===== src/rtl/frame_sequencer.sv =====
// -----------------------------------------------------------------------------
// frame_sequencer
//
// Sequences the serial receive path around the header detector. While hunting
// it enables the detector; on the detector's wake pulse it captures a CNT_W-bit
// length field (MSB first) from sin, forwards exactly that many payload bits on
// dout/dout_valid, and then hands the frame to the transmitter through a
// start/busy handshake before re-arming the detector.
//
// Parameters
//   CNT_W      width of the length field and payload bit counter (>= 2)
//   FCNT_W     width of the completed-frame counter
//
// Ports
//   clk        in   system clock, rising edge
//   rst        in   asynchronous, active-high reset
//   sin        in   serial data line
//   gb         in   global enable; low parks the block in IDLE
//   det_wake   in   one-cycle pulse from the detector: header complete
//   tx_busy    in   transmitter busy flag
//   det_en     out  detector enable (high only while hunting)
//   dout       out  registered payload bit
//   dout_valid out  dout carries a payload bit this cycle
//   tx_start   out  request to transmitter (combinational from state/tx_busy)
//   frame_done out  one-cycle pulse when the frame has been fully transmitted
//   busy       out  high in every state except IDLE and HUNT
//   frame_cnt  out  count of completed frames, wraps
// -----------------------------------------------------------------------------
module frame_sequencer #(
    parameter int CNT_W  = 4,
    parameter int FCNT_W = 8
) (
    input  logic              clk,
    input  logic              rst,
    input  logic              sin,
    input  logic              gb,
    input  logic              det_wake,
    input  logic              tx_busy,
    output logic              det_en,
    output logic              dout,
    output logic              dout_valid,
    output logic              tx_start,
    output logic              frame_done,
    output logic              busy,
    output logic [FCNT_W-1:0] frame_cnt
);

    typedef enum logic [2:0] {
        S_IDLE,
        S_HUNT,
        S_LEN,
        S_PAYLOAD,
        S_HANDOFF,
        S_TX_ACK,
        S_TX_DRAIN
    } state_t;

    // In LEN the counter indexes length bits 0..CNT_W-1; in PAYLOAD it holds
    // the number of payload bits still to be sampled.
    localparam logic [CNT_W-1:0] LEN_LAST = CNT_W'(CNT_W - 1);
    localparam logic [CNT_W-1:0] CNT_ONE  = CNT_W'(1);

    state_t              state_q, state_d;
    logic [CNT_W-1:0]    len_q, len_d;
    logic [CNT_W-1:0]    cnt_q, cnt_d;
    logic                dout_q, dout_d;
    logic                dv_q, dv_d;
    logic                done_q, done_d;
    logic [FCNT_W-1:0]   fcnt_q, fcnt_d;
    logic [CNT_W-1:0]    len_full;
    logic                tx_start_c;

    // Length value including the bit being sampled on this edge.
    assign len_full = {len_q[CNT_W-2:0], sin};

    always_ff @(posedge clk or posedge rst) begin
        if (rst) begin
            state_q <= S_IDLE;
            len_q   <= '0;
            cnt_q   <= '0;
            dout_q  <= 1'b0;
            dv_q    <= 1'b0;
            done_q  <= 1'b0;
            fcnt_q  <= '0;
        end else begin
            state_q <= state_d;
            len_q   <= len_d;
            cnt_q   <= cnt_d;
            dout_q  <= dout_d;
            dv_q    <= dv_d;
            done_q  <= done_d;
            fcnt_q  <= fcnt_d;
        end
    end

    always_comb begin
        state_d    = state_q;
        len_d      = len_q;
        cnt_d      = cnt_q;
        dout_d     = 1'b0;
        dv_d       = 1'b0;
        done_d     = 1'b0;
        fcnt_d     = fcnt_q;
        tx_start_c = 1'b0;

        case (state_q)
            S_IDLE: begin
                if (gb) begin
                    state_d = S_HUNT;
                end
            end

            S_HUNT: begin
                // Losing the global enable wins over a coincident wake.
                if (!gb) begin
                    state_d = S_IDLE;
                end else if (det_wake) begin
                    state_d = S_LEN;
                    cnt_d   = '0;
                    len_d   = '0;
                end
            end

            S_LEN: begin
                if (!gb) begin
                    state_d = S_IDLE;
                    cnt_d   = '0;
                    len_d   = '0;
                end else begin
                    len_d = len_full;
                    if (cnt_q == LEN_LAST) begin
                        // An empty frame silently re-arms the detector.
                        if (len_full == '0) begin
                            state_d = S_HUNT;
                            cnt_d   = '0;
                        end else begin
                            state_d = S_PAYLOAD;
                            cnt_d   = len_full;
                        end
                    end else begin
                        cnt_d = cnt_q + CNT_ONE;
                    end
                end
            end

            S_PAYLOAD: begin
                if (!gb) begin
                    state_d = S_IDLE;
                    cnt_d   = '0;
                    len_d   = '0;
                end else begin
                    dout_d = sin;
                    dv_d   = 1'b1;
                    cnt_d  = cnt_q - CNT_ONE;
                    if (cnt_q == CNT_ONE) begin
                        state_d = S_HANDOFF;
                    end
                end
            end

            S_HANDOFF: begin
                // Request is withheld while the transmitter is still busy.
                if (!tx_busy) begin
                    tx_start_c = 1'b1;
                    state_d    = S_TX_ACK;
                end
            end

            S_TX_ACK: begin
                if (tx_busy) begin
                    state_d = S_TX_DRAIN;
                end
            end

            S_TX_DRAIN: begin
                // gb is only honoured once the transfer has completed.
                if (!tx_busy) begin
                    done_d  = 1'b1;
                    fcnt_d  = fcnt_q + 1'b1;
                    state_d = gb ? S_HUNT : S_IDLE;
                end
            end

            default: begin
                state_d = S_IDLE;
            end
        endcase
    end

    assign det_en     = (state_q == S_HUNT);
    assign busy       = (state_q != S_IDLE) && (state_q != S_HUNT);
    assign tx_start   = tx_start_c;
    assign dout       = dout_q;
    assign dout_valid = dv_q;
    assign frame_done = done_q;
    assign frame_cnt  = fcnt_q;

endmodule


===== config.mk =====
export PLATFORM = sky130hd
export DESIGN_NAME = frame_sequencer
export DESIGN_NICKNAME = d
export VERILOG_FILES = /design/src/rtl/frame_sequencer.sv
export SDC_FILE = /design/constraint.sdc
export NUM_CORES = 1
export LEC_CHECK = 0
export BUFFER_PORTS_ARGS = -buffer_cell sky130_fd_sc_hd__buf_2
export CORE_ASPECT_RATIO = 1.2
export CORE_UTILIZATION = 56
export CTS_BUF_LIST = sky130_fd_sc_hd__clkbuf_4
export CTS_CLUSTER_DIAMETER = 100
export DETAILED_ROUTE_END_ITERATION = 6
export PLACE_DENSITY = 0.88
export SLEW_MARGIN = 15
export SYNTH_ARGS = -nofsm -noshare
export SYNTH_HDL_FRONTEND = slang
export SYNTH_SLANG_ARGS = --single-unit

===== constraint.sdc =====
create_clock -name clk -period 2.9 [get_ports clk]
set_input_delay 0.87 -clock clk [delete_from_list [all_inputs] [get_ports clk]]
set_output_delay 0.87 -clock clk [all_outputs]
set_load 0.005 [all_outputs]

==> results by group <==
Clock network
  • H-Tree Depth: 1
  • CTS max path bufs: 2
  • Resized cells post-CTS: 0
  • Root Driver: clkbuf_4
  • Post-CTS Hold Fix Bufs: 0
  • TritonCTS clock tree: yes
  • Worst-path clk slew: ~110 ps
  • Post-CTS Setup Inserts: 0
  • Clock Latency Late Sink: approximately 300 ps
  • Clock sink count: 21
  • CTS Buf Count: 3

Logic synthesis
  • Synth Cell Area: about 0.0012 mm²
  • Area share of the leading cell type in the synthesized netlist: 0.453
  • Post-synth ARST share: 1.00
  • Top cell type by total area after synthesis: dfrtp_1
  • Synth cell types: between 40 and 50
  • Mean post-synth cell area: around 10 µm²
  • Sequential share of the synthesized area: 0.453
  • #FFs+latches synth: 21
  • Yosys warnings: 0
  • EDFF count, synth: 0
  • Area contributors post-synth: dfrtp_1 45%, o21ai_0 6.0%, ha_1 4.3%
  • Syn Nets: between 100 and 150
  • Gate Count Post-Synth: around 120
  • Top_reg_cell synth: dfrtp_1

Layout
  • Antenna Cells: 0
  • Share of cells above drive strength 1: 0.224
  • Area grow syn2layout: 9.91%
  • Design Area, Final: 0.00128 mm²
  • Commonest non-fill, non-tap cell in the layout: dfrtp_1
  • Final nets: 145
  • Leading cell types in the layout, fill and taps excluded: 21 x dfrtp_1, 19 x buf_2, 14 x o21ai_0, 7 x nand2_1, 7 x inv_1
  • Non-Filler Instances: approximately 150
  • # fillers: roughly 140
  • Core Util, Final: 0.674

Power and ir drop
  • Max IR drop VDD: between 0.0005 and 0.0006 V
  • Leakage: between 0.6 and 0.7 nW
  • Pwr dens: 854 mW/mm²
  • Tot Pwr: roughly 1.1 mW

Floorplan
  • Die X: approximately 44 µm
  • Core Rows: 17
  • Die height: about 52 µm
  • Die area: 0.00226 mm²
  • Starting density of the core: 0.613
  • Core box area: between 0.0015 and 0.002 mm²
  • I/O Pins: 20

Detailed routing
  • Post-Route WL: 2.27 mm
  • Via count: 952
  • First-pass DRT Iterations: 7
  • Residual DRC: 8
  • DR vias/cell: 6.22
  • WL/cell: about 15 µm
  • Antenna-violating nets left: 0
  • Initial drt markers: 32

STA
  • Hold slack: between 400 and 500 ps
  • Skew final: 1.75 ps
  • Worst slew margin: 0.492
  • Final Setup Violations: 0
  • Period utilization: 0.835
  • Final Critical Period: approximately 2400 ps
  • Fin. Hold Viols: 0
  • Post-route setup slack: 478 ps
  • Slew @ Worst Pin: about 760 ps
  • Setup TNS: 0 ps
  • Max Freq: approximately 0.41 GHz
  • Max-slew violations: 0
  • RSZ-0062 raised after global routing: no

Global route
  • Vias in the first global route: ~910
  • Gr usage total: 0.241
  • Largest net degree at the start of global routing: 22
  • Wire length of the first global-routing pass: 4.06 mm
  • Initial antenna violation count: 0
  • Grt total ovfl: 0

Status
  • Violated checks: DRC
  • Status: complete, but fails checks

Place
  • Port Buf Inserts: 19
  • Dpl cell area: roughly 0.0012 mm²
  • Final HPWL DP: between 1.5 and 2 mm
  • Dpl cells: about 150
  • Placement Setup Slack: 525 ps
  • Placer Congestion: 0.930

Critical path
  • WP data required: a little over 2000 ps
  • Cell Chain, Critical Path: inv_1, and3_1, buf_2
  • Reg2reg end: state_q[1]$_DFFE_PP0P_
  • Crit Path Class: register to primary output
  • Worst Path Buf+Inv: 2
  • Worst setup SP type: register
  • CP max stage delay: about 710 ps
  • CP Capture Type: primary output
  • R2r worst-path depth: 5
  • Crit-path slowest cell: dfrtp_1
  • CP arrival: 1550 ps
  • Delay-heaviest family, CP: flip-flops
  • Reg2reg start: cnt_q[0]$_DFFE_PP0P_
  • Flop2flop setup slack: slightly above 1000 ps
  • Critical Path Fanout Max: 20

Min path
  • Hold path endpoint: frame_cnt[7]$_DFFE_PP0P_
  • HP Class: register to register
  • Hold Crit Start: frame_cnt[7]$_DFFE_PP0P_
  • Worst Hold Depth: 1

Flow run
  • Max-cap violations: 0
==> per-layer routing <==
layer  GRT usage  part of all wire  vias to the layer above  routed length [µm]
met5           0                 0                        -                   0
li1            -                 -                      458                   -
met2       0.383              0.51                       37                1160
met1       0.328              0.43                      455                 986
met4       0.135             0.011                        0                  25
met3      0.0104             0.045                        2                 102
==> Yosys cell counts, drive strengths merged, types with 2 or more instances <==
cell type	n
mux2	2
dfrtp	21
a21oi	5
nand3b	2
ha	4
a31oi	2
nor2	5
nand2	7
buf	5
inv	7
o21ai	14
nor3b	2
xnor2	5
nor3	2
or3b	2
and3	3
a22o	4
xor2	3
==> cells by family (layout without fill, tap and decap cells) <==
| logic type | after synthesis | in the layout | synth area share |
|---|---|---|---|
| xor+xnor | 8 | 8 | 0.0603 |
| flops | 21 | 21 | 0.453 |
| simple gates | 34 | 34 | 0.179 |
| fa+ha+maj | 4 | 4 | 0.0431 |
| mux | 2 | 2 | 0.0194 |
| buf+inv | 13 | 30 | 0.0517 |
| compound gates | 35 | 35 | 0.194 |
==> how the worst max path moves through the flow <==
stage | from | endpoint | slack [ps] | cells past startpoint
CTS | state_q[0]$_DFFE_PP0P_ | tx_start | 470 | 3
floorplan | tx_busy | tx_start | 780 | 2
global placement | tx_busy | tx_start | 550 | 4
detailed placement | tx_busy | tx_start | 530 | 4
global route | state_q[0]$_DFFE_PP0P_ | tx_start | 330 | 3
finish | state_q[0]$_DFFE_PP0P_ | tx_start | 480 | 3
==> cell type report <==
class | count | area [µm²] | share of cell area
multi-input cells | 83 | 576 | 0.451
well taps | 19 | 23.8 | 0.0186
repair buffers | 19 | 95.1 | 0.0745
flip-flops and latches | 21 | 526 | 0.412
inverters | 7 | 26.3 | 0.0206
clock buffers | 4 | 30.0 | 0.0235
==> report_power, final <==
group          leakage, nW  switching [mW]  internal [mW]  total (mW)
combinational        0.344           0.211          0.215       0.426
clock               0.0184          0.0836         0.0630       0.147
sequential           0.282           0.146          0.371       0.517
total                0.644           0.441          0.649        1.09
==> flip-flops by register name (all words and copies together) (netlist names) <==
signal and flops:
frame_cnt 8, dout_valid 1, frame_done 1, dout 1, state_q 3, len_q 3, cnt_q 4
Power figures use the tool's default switching activity.
